==> config.mk <==
export PLATFORM = sky130hd
export DESIGN_NAME = gpio_pwm_bank_flat
export DESIGN_NICKNAME = d
export VERILOG_FILES = /design/src/rtl/gpio_pwm_bank_pkg.sv /design/src/rtl/gpio_pwm_bank_if.sv /design/src/rtl/gpio_pwm_bank_chan.sv /design/src/rtl/gpio_pwm_bank.sv /design/src/flat_wrapper.sv
export SDC_FILE = /design/constraint.sdc
export NUM_CORES = 1
export LEC_CHECK = 0
export BUFFER_PORTS_ARGS = -buffer_cell sky130_fd_sc_hd__buf_2
export CORE_MARGIN = 5
export CORE_UTILIZATION = 60
export DETAILED_ROUTE_END_ITERATION = 10
export PLACE_DENSITY_LB_ADDON = 0.05
export SYNTH_ARGS = -nofsm -noshare
export SYNTH_HDL_FRONTEND = slang
export SYNTH_SLANG_ARGS = --single-unit
==> constraint.sdc <==
create_clock -name clk -period 3.2 [get_ports clk]
set_input_delay 0.48 -clock clk [delete_from_list [all_inputs] [get_ports clk]]
set_output_delay 0.48 -clock clk [all_outputs]
set_load 0.1 [all_outputs]
==> src/rtl/gpio_pwm_bank_pkg.sv <==
// Shared constants for the GPIO PWM bank: register map, CTRL bit layout and default widths.
// Optional polarity register is enabled with the GPIO_PWM_POLARITY_EN macro.
package gpio_pwm_pkg;

   localparam int DEFAULT_GPIO_WIDTH  = 13;
   localparam int DEFAULT_COUNT_WIDTH = 16;
   localparam int DEFAULT_ADDR_WIDTH  = 5;

   localparam int ADDR_CTRL      = 0;
   localparam int ADDR_PRESC     = 1;
   localparam int ADDR_PERIOD    = 2;
   localparam int ADDR_POLARITY  = 3;
   localparam int ADDR_DUTY_BASE = 4;

   localparam int CTRL_ENABLE = 0;

   function automatic int dutyAddr(input int chan);
      return ADDR_DUTY_BASE + chan;
   endfunction

endpackage

==> src/rtl/gpio_pwm_bank_if.sv <==
// Single-cycle register write/read port between the wishbone GPIO slave and the PWM bank.
// Unaffected by GPIO_PWM_POLARITY_EN.
interface gpio_pwm_bank_if
   import gpio_pwm_pkg::*;
#(
   parameter int ADDR_WIDTH  = DEFAULT_ADDR_WIDTH,
   parameter int COUNT_WIDTH = DEFAULT_COUNT_WIDTH
);

   logic                   wr_en;
   logic [ADDR_WIDTH-1:0]  addr;
   logic [COUNT_WIDTH-1:0] wr_data;
   logic [COUNT_WIDTH-1:0] rd_data;

   modport master (output wr_en, addr, wr_data, input  rd_data);
   modport slave  (input  wr_en, addr, wr_data, output rd_data);

endinterface

==> src/rtl/gpio_pwm_bank_chan.sv <==
// One PWM channel: pending/active duty with wrap-time load, compare against the shared count,
// polarity XOR and output register. Polarity is supplied by the top (zero unless GPIO_PWM_POLARITY_EN).
module pwm_compare_chan
   import gpio_pwm_pkg::*;
#(
   parameter int COUNT_WIDTH = DEFAULT_COUNT_WIDTH
) (
   input  logic                   clk,
   input  logic                   resetn,
   input  logic                   i_wr,
   input  logic [COUNT_WIDTH-1:0] i_wrData,
   input  logic                   i_load,
   input  logic                   i_outEn,
   input  logic                   i_polarity,
   input  logic [COUNT_WIDTH-1:0] i_cnt,
   output logic [COUNT_WIDTH-1:0] o_dutyPend,
   output logic                   o_pwm
);

   logic [COUNT_WIDTH-1:0] r_dutyPend;
   logic [COUNT_WIDTH-1:0] r_dutyAct;
   logic                   r_pwm;
   logic                   w_raw;

   assign w_raw = (i_cnt < r_dutyAct);

   // A write landing on a load cycle goes straight into the active copy.
   always_ff @(posedge clk or negedge resetn) begin
      if (!resetn) begin
         r_dutyPend <= '0;
         r_dutyAct  <= '0;
         r_pwm      <= 1'b0;
      end else begin
         if (i_wr) begin
            r_dutyPend <= i_wrData;
         end
         if (i_load) begin
            r_dutyAct <= i_wr ? i_wrData : r_dutyPend;
         end
         r_pwm <= i_outEn ? (w_raw ^ i_polarity) : i_polarity;
      end
   end

   assign o_dutyPend = r_dutyPend;
   assign o_pwm      = r_pwm;

endmodule

==> src/rtl/gpio_pwm_bank.sv <==
// Bank of PWM generators feeding the GPIO pin-mux sig2 inputs: shared prescaler and period
// counter, per-channel compare. Define GPIO_PWM_POLARITY_EN to add the POLARITY register at address 3.
module gpio_pwm_bank
   import gpio_pwm_pkg::*;
#(
   parameter int GPIO_WIDTH  = DEFAULT_GPIO_WIDTH,
   parameter int COUNT_WIDTH = DEFAULT_COUNT_WIDTH,
   parameter int ADDR_WIDTH  = DEFAULT_ADDR_WIDTH
) (
   input  logic                  clk,
   input  logic                  resetn,
   gpio_pwm_bank_if.slave        bus,
   output logic                  period_wrap,
   output logic [GPIO_WIDTH-1:0] pwm_out
);

   logic                   r_enable;
   logic [COUNT_WIDTH-1:0] r_presc;
   logic [COUNT_WIDTH-1:0] r_periodPend;
   logic [COUNT_WIDTH-1:0] r_periodAct;
   logic [COUNT_WIDTH-1:0] r_pcnt;
   logic [COUNT_WIDTH-1:0] r_cnt;
   logic                   r_wrapPend;
   logic                   r_periodWrap;

   logic                   w_ctrlWr;
   logic                   w_prescWr;
   logic                   w_periodWr;
   logic                   w_run;
   logic                   w_tick;
   logic                   w_wrap;
   logic                   w_load;
   logic [GPIO_WIDTH-1:0]  w_polarity;
   logic [GPIO_WIDTH-1:0]  w_pwm;
   logic [COUNT_WIDTH-1:0] w_dutyPend [GPIO_WIDTH];
   logic [COUNT_WIDTH-1:0] w_rdData;

   assign w_ctrlWr   = bus.wr_en && (bus.addr == ADDR_WIDTH'(ADDR_CTRL));
   assign w_prescWr  = bus.wr_en && (bus.addr == ADDR_WIDTH'(ADDR_PRESC));
   assign w_periodWr = bus.wr_en && (bus.addr == ADDR_WIDTH'(ADDR_PERIOD));

   // A write clearing enable stops counting and idles the outputs on that same edge.
   assign w_run  = r_enable && !(w_ctrlWr && !bus.wr_data[CTRL_ENABLE]);
   assign w_tick = w_run && (r_pcnt == r_presc);
   assign w_wrap = w_tick && (r_cnt == r_periodAct);
   assign w_load = w_wrap || !r_enable;

   always_ff @(posedge clk or negedge resetn) begin
      if (!resetn) begin
         r_enable     <= 1'b0;
         r_presc      <= '0;
         r_periodPend <= '0;
         r_periodAct  <= '0;
      end else begin
         if (w_ctrlWr) begin
            r_enable <= bus.wr_data[CTRL_ENABLE];
         end
         if (w_prescWr) begin
            r_presc <= bus.wr_data;
         end
         if (w_periodWr) begin
            r_periodPend <= bus.wr_data;
         end
         if (w_load) begin
            r_periodAct <= w_periodWr ? bus.wr_data : r_periodPend;
         end
      end
   end

   always_ff @(posedge clk or negedge resetn) begin
      if (!resetn) begin
         r_pcnt <= '0;
         r_cnt  <= '0;
      end else if (!w_run) begin
         r_pcnt <= '0;
         r_cnt  <= '0;
      end else begin
         if (w_prescWr || w_tick) begin
            r_pcnt <= '0;
         end else begin
            r_pcnt <= r_pcnt + COUNT_WIDTH'(1);
         end
         if (w_wrap) begin
            r_cnt <= '0;
         end else if (w_tick) begin
            r_cnt <= r_cnt + COUNT_WIDTH'(1);
         end
      end
   end

   // Two stages so the wrap pulse lines up with pwm_out rising one clock after cnt returns to 0.
   always_ff @(posedge clk or negedge resetn) begin
      if (!resetn) begin
         r_wrapPend   <= 1'b0;
         r_periodWrap <= 1'b0;
      end else begin
         r_wrapPend   <= w_wrap;
         r_periodWrap <= r_wrapPend && w_run;
      end
   end

`ifdef GPIO_PWM_POLARITY_EN
   logic                  w_polWr;
   logic [GPIO_WIDTH-1:0] r_polarity;

   assign w_polWr = bus.wr_en && (bus.addr == ADDR_WIDTH'(ADDR_POLARITY));

   always_ff @(posedge clk or negedge resetn) begin
      if (!resetn) begin
         r_polarity <= '0;
      end else if (w_polWr) begin
         r_polarity <= bus.wr_data[GPIO_WIDTH-1:0];
      end
   end

   assign w_polarity = r_polarity;
`else
   assign w_polarity = '0;
`endif

   for (genvar k = 0; k < GPIO_WIDTH; k++) begin : g_chan
      logic w_dutyWr;

      assign w_dutyWr = bus.wr_en && (bus.addr == ADDR_WIDTH'(dutyAddr(k)));

      pwm_compare_chan #(
         .COUNT_WIDTH (COUNT_WIDTH)
      ) u_chan (
         .clk        (clk),
         .resetn     (resetn),
         .i_wr       (w_dutyWr),
         .i_wrData   (bus.wr_data),
         .i_load     (w_load),
         .i_outEn    (w_run),
         .i_polarity (w_polarity[k]),
         .i_cnt      (r_cnt),
         .o_dutyPend (w_dutyPend[k]),
         .o_pwm      (w_pwm[k])
      );
   end

   always_comb begin
      w_rdData = '0;
      if (bus.addr == ADDR_WIDTH'(ADDR_CTRL)) begin
         w_rdData[CTRL_ENABLE] = r_enable;
      end else if (bus.addr == ADDR_WIDTH'(ADDR_PRESC)) begin
         w_rdData = r_presc;
      end else if (bus.addr == ADDR_WIDTH'(ADDR_PERIOD)) begin
         w_rdData = r_periodPend;
`ifdef GPIO_PWM_POLARITY_EN
      end else if (bus.addr == ADDR_WIDTH'(ADDR_POLARITY)) begin
         w_rdData = COUNT_WIDTH'(r_polarity);
`endif
      end else begin
         for (int k = 0; k < GPIO_WIDTH; k++) begin
            if (bus.addr == ADDR_WIDTH'(dutyAddr(k))) begin
               w_rdData = w_dutyPend[k];
            end
         end
      end
   end

   assign bus.rd_data = w_rdData;
   assign period_wrap = r_periodWrap;
   assign pwm_out     = w_pwm;

endmodule

==> src/flat_wrapper.sv <==
// flat-port wrapper written by rule: the top's interface ports become plain ports
module gpio_pwm_bank_flat import gpio_pwm_pkg::*;
#(
   parameter int GPIO_WIDTH  = DEFAULT_GPIO_WIDTH,
   parameter int COUNT_WIDTH = DEFAULT_COUNT_WIDTH,
   parameter int ADDR_WIDTH  = DEFAULT_ADDR_WIDTH
)
  (clk, resetn, period_wrap, pwm_out, bus_wr_en, bus_addr, bus_wr_data, bus_rd_data);
  gpio_pwm_bank_if #(.ADDR_WIDTH(ADDR_WIDTH), .COUNT_WIDTH(COUNT_WIDTH)) bus_i ();
  input  logic clk;
  input  logic resetn;
  output logic period_wrap;
  output logic [GPIO_WIDTH-1:0] pwm_out;
  input wire logic [$bits(bus_i.wr_en)-1:0] bus_wr_en;
  input wire logic [$bits(bus_i.addr)-1:0] bus_addr;
  input wire logic [$bits(bus_i.wr_data)-1:0] bus_wr_data;
  output wire logic [$bits(bus_i.rd_data)-1:0] bus_rd_data;
  assign bus_i.wr_en = bus_wr_en;
  assign bus_i.addr = bus_addr;
  assign bus_i.wr_data = bus_wr_data;
  assign bus_rd_data = bus_i.rd_data;
  gpio_pwm_bank #(.GPIO_WIDTH(GPIO_WIDTH), .COUNT_WIDTH(COUNT_WIDTH), .ADDR_WIDTH(ADDR_WIDTH)) u_core (.clk(clk), .resetn(resetn), .bus(bus_i), .period_wrap(period_wrap), .pwm_out(pwm_out));
endmodule
== Yosys cells after proc, flatten, opt, wreduce, memory -nomap -nowiden ==
Cells that the tools add are included.
Storage, ports and cells
  output and inout port bits: 30
  register bits after elaboration: 512
  input bits: 24
  word-level logic and storage cells: 156
Operators by class
  add/subtract/negate cells: 2
  order comparisons: 13
  multiplexer cells: 49
  reduce and logical (&&, ||, !) cells: 27
  equal/unequal tests: 18
Operator list (count)
  2-to-1 mux 16 bit: 34
  < comparator 16 bit: 13
  == test 5 x 4 -> 1 bit (second input constant): 8
  adder 16 x 1 -> 16 bit (second input constant): 2
  == test 16 bit: 2
  logical AND 1 bit: 21
  == test 5 x 3 -> 1 bit (second input constant): 4
  2-to-1 mux 15 bit: 1
  2-to-1 mux 1 bit: 14
  == test 5 x 1 -> 1 bit (second input constant): 1
  == test 5 x 2 -> 1 bit (second input constant): 1
  == test 5 bit (second input constant): 1
  logical NOT 5 bit: 1
  logical NOT 1 bit: 3
  != test 3 x 1 -> 1 bit (second input constant): 1
  logical OR 1 bit: 2

== Depth between registers and ports, before layout ==
  depth in word-level cells: 17
  mapped depth: 9
  mapped depth without buffers: 7

== By module ==
Synthesis repeated with hierarchy kept, for this count alone.
Unflattened totals
  cells, all modules: 2540
  area total of the unflattened synthesis: 26605.5 um^2
By module, submodules not included
  pwm_compare_chan (u_core.g_chan[3].u_chan ...): instances 7, cells each 143, sequential area each 825.8 um^2, area an instance 1580.3 um^2
  pwm_compare_chan (u_core.g_chan[0].u_chan ...): instances 6, cells each 138, sequential area each 825.8 um^2, area an instance 1567.8 um^2
  gpio_pwm_bank: instances 1, cells each 711, sequential area each 2077.0 um^2, area an instance 6137.1 um^2

== Worst setup path after synthesis ==
Ideal clock, no wire load.
  path kind: input -> output
  from: input port bus_addr[0]
  to: output port bus_rd_data[2]
  arrival: 3.995 ns
  path slack: -1.275 ns
  path buffers: 3
  data required time: 2.720 ns
  stages on the path: 8
  path through: clkbuf_1 -> clkbuf_1 -> buf_1 -> mux2i_1 -> o2bb2ai_1 -> a22oi_1 -> and4_1 -> o21ai_0
On the way
  longest elaborated chain between the ends: 17
  elaborated cells between the ends (all ways): 32
  classes of those cells: 15 x eq/ne; 16 x mux; 1 x reduce/logical
Ends and longest elaborated chain
  start: declaration: line flat_wrapper.sv:15  | input wire logic [$bits(bus_i.addr)-1:0] bus_addr;
  == test 5 x 3 -> 1 bit: line gpio_pwm_bank.sv:156  | if (bus.addr == ADDR_WIDTH'(dutyAddr(k))) begin
  2-to-1 mux 16 bit (13 in a row): line gpio_pwm_bank.sv:156
  2-to-1 mux 16 bit: line gpio_pwm_bank.sv:148  | end else if (bus.addr == ADDR_WIDTH'(ADDR_PERIOD)) begin
  2-to-1 mux 16 bit: line gpio_pwm_bank.sv:146  | end else if (bus.addr == ADDR_WIDTH'(ADDR_PRESC)) begin
  2-to-1 mux 15 bit (*): line gpio_pwm_bank.sv:144  | if (bus.addr == ADDR_WIDTH'(ADDR_CTRL)) begin
  end: declaration: line flat_wrapper.sv:17  | output wire logic [$bits(bus_i.rd_data)-1:0] bus_rd_data;
Every way passes the cells marked *; elsewhere a longest branch is shown, timed or not.

== Worst setup path after layout ==
  from: input port bus_addr[0]
  to: output port bus_rd_data[14]
Same word-level chain as after synthesis.

==> results.md <==
- Dpl cells: around 3.0k
- Initial antenna violation count: 2
- Die H: 224 microns
- Count of nets after finishing: 2649
- Outcome: completed
- GP Congestion: just over 1
- Clock Pin Slew Worst Setup and Hold Paths: 50 ps
- Per-cell routed wire length: around 28 microns
- Leak: about 15 nW
- Hold crit path type: input port to flip-flop
- Iter 0 DRT Violations: 1850
- DP Area: 29100 sq um
- Synth Warn #: 0
- Post-synth EDFFs: 0
- Synth async-reset ratio: 1.00
- Max-slew headroom: 0.391
- Yosys reg bits: ~510
- CTS max path bufs: 3
- Clock root buffer: clkbuf_16
- Worst skew pair latency: 610 ps
- H-tree depth: 2
- Core Util, Final: 0.685
- Synthesized cell area: 27400 sq um
- Number of global-route vias before repair: just over 20k
- Max_cap viols: 0
- TNS Setup: 0 ps
- Crit path max fanout: 34
- Synth Area in Adders: 0.0901
- Final setup fails: 0
- CP Capture Type: output port
- TritonRoute pass-1 iters: 5
- Compound-gate portion of the synthesized area: 0.0993
- Post-synthesis xor/xnor area fraction: 0.0154
- # IOs: 54
- Vias: 19.6k
- Post-CTS Setup Inserts: 0
- Finished Cell Area: 31000 sq um
- First-pass GRT wire length: 130000 microns
- Dominant combinational cell family by area after synthesis: multiplexers
- Final min period: between 3000 and 4000 ps
- GRT Overall Usage: 0.345
- WS Path Type: input port to output port
- Vias per Instance: 6.38
- Main synth FF type: dfrtp_1
- Final period utilization: 0.986
- CTS tree: done
- Post-synthesis to final-layout area growth: 13.4%
- Die W: 224 microns
- Die area: roughly 50000 sq um
- Grt ovf: 0
- Antenna viol nets, final: 0
- Starting Density: 0.604
- Residual DRC: 0
- Power per Cell Area: 659 nW/um^2
- Num CTS Buffers: 54
- Post-synth cell types: 63
- Clock tree sinks: 512
- Mapped Cells: 2335
- Total Power: 20.5 mW
- Mux contribution to synthesized area: 0.209
- Unrepaired setup endpoints after global routing: false
- Most common cell after layout, fill and taps aside: dfrtp_1
- IO Port Bufs: 53
- Layout cells sized above 1: 0.254
- Final HPWL DP: a little under 60000 microns
- Seq/Total Area, Yosys: 0.468
- Total Wirelength: 86600 microns
- Setup Skew: between 20 and 30 ps
- Row Count: 78
- Peak VDD IR: 0.543 mV
- Fmax: 317 MHz
- Most frequent cells in the layout: dfrtp_1, mux2_2, inv_1
- Syn Nets: about 2.6k
- Slew at the pin closest to its max-slew limit: 913 ps
- Max-slew violation count: 0
- CP required: 2720 ps
- Simple-gate share of the synthesized area: 0.0641
- Final hold vios: 0
- Core Area: 45300 sq um
- Largest net degree at the start of global routing: 116
- Startpoint types: input port
- Critical path arrival: 2670 ps
- Final non-filler cell total: 3075
- Avg Synthesized Cell Area: 11.7 sq um
==> critical path, cell delays in order <==
cell	delay, ps
buf_4	210
buf_12	240
buf_4	210
mux2i_1	420
nor3_1	90
a31oi_1	180
a22oi_1	170
o31a_1	430
buf_12	200
==> repair_timing <==
action,in CTS,in global routing
gates resized for setup,1,3
endpoints found under the hold margin,25,0
hold buffers,1,0
endpoints found under the setup margin,4,3
pin swaps,0,0
==> state kept, by name, indices dropped and copies added, names as in the netlist <==
| signal | count |
|---|---|
| u_core.g_chan.u_chan.o_pwm | 13 |
| u_core.r_pcnt | 16 |
| u_core.r_wrapPend | 1 |
| u_core.r_periodAct | 16 |
| u_core.g_chan.u_chan.o_dutyPend | 208 |
| u_core.r_cnt | 16 |
| u_core.period_wrap | 1 |
| u_core.g_chan.u_chan.r_dutyAct | 208 |
| u_core.r_enable | 1 |
| u_core.r_periodPend | 16 |
| u_core.r_presc | 16 |
==> power by group <==
part           switching [mW]  internal [mW]
clock                    2.70           3.90
sequential              0.990           7.92
combinational            2.79           2.17
==> cell type report <==
type / count / area [sq um]
antenna: 2 / 5.00
clock buffer: 80 / 1650
clock inverter: 21 / 229
fill: 3439 / 14200
inverter: 224 / 841
multi-input combinational: 1467 / 13200
sequential: 512 / 12800
tap: 600 / 751
timing repair buffer: 169 / 1560
==> cell usage after synthesis, types with 11 or more instances <==
library cell,instances,area (sq um)
or2_2,18,113
buf_2,20,100
nand2_1,57,214
nand3_1,37,185
nor3_1,31,155
o21ai_0,56,280
mux2_1,151,1700
a2111oi_0,20,175
mux2i_1,28,280
a211o_1,13,114
a21oi_1,54,270
nand2b_1,25,156
dfrtp_1,512,12800
nor4_1,13,81.3
ha_1,197,2460
xor2_1,43,377
a31oi_1,22,138
nand4_1,42,263
mux2_2,325,3660
a21o_1,82,616
clkbuf_1,70,263
o211ai_1,27,203
buf_4,30,225
inv_1,223,837
a211oi_1,15,113
nor2b_1,11,68.8
a22oi_1,13,97.6
o22ai_1,19,119
nor2_1,59,221
==> per-stage QoR <==
step,hold slack (ps),setup WS (ps)
after floorplan,184,-30.6
after global placement,431,-64.5
after detailed placement,437,-99.7
after CTS,369,7.19
after global routing,424,26.2
final,415,45.4
==> path summary, 6_finish.rpt <==
check | start | to | slack [ps] | cells after the start
hold / removal | bus_wr_en | u_core.r_enable$_DFFE_PN0P_ | 420 | 3
hold reg to reg | u_core.r_wrapPend$_DFF_PN0_ | u_core.period_wrap$_DFF_PN0_ | 450 | 1
setup / recovery | bus_addr[0] | bus_rd_data[14] | 50 | 9
setup reg to reg | u_core.r_periodAct[2]$_DFFE_PN0P_ | u_core.g_chan[4].u_chan.r_dutyAct[15]$_DFFE_PN0P_ | 240 | 6
max in group asynchronous | resetn | u_core.g_chan[6].u_chan.o_dutyPend[9]$_DFF_PN0_ | 1690 | 3
min in group asynchronous | resetn | u_core.g_chan[9].u_chan.o_pwm$_DFF_PN0_ | 550 | 2
==> per-layer routing <==
layer | track usage | up-vias | part of all wire | wire length [microns]
met5 | 0 | - | 0 | 0
met4 | 0.149 | 0 | 0.048 | 4160
met3 | 0.0472 | 203 | 0.068 | 5880
met2 | 0.562 | 789 | 0.47 | 40800
met1 | 0.468 | 10000 | 0.41 | 35800
li1 | - | 8596 | - | -
==> cells by family after synthesis <==
| group | Yosys count |
|---|---|
| buffers and inverters | 356 |
| XOR/XNOR | 48 |
| AO/OA/AOI/OAI | 385 |
| flip-flops | 512 |
| multiplexers | 507 |
| AND/OR/NAND/NOR | 330 |
| adder cells (fa/ha/maj) | 197 |
Note: power is estimated with default switching activity, not from simulation.
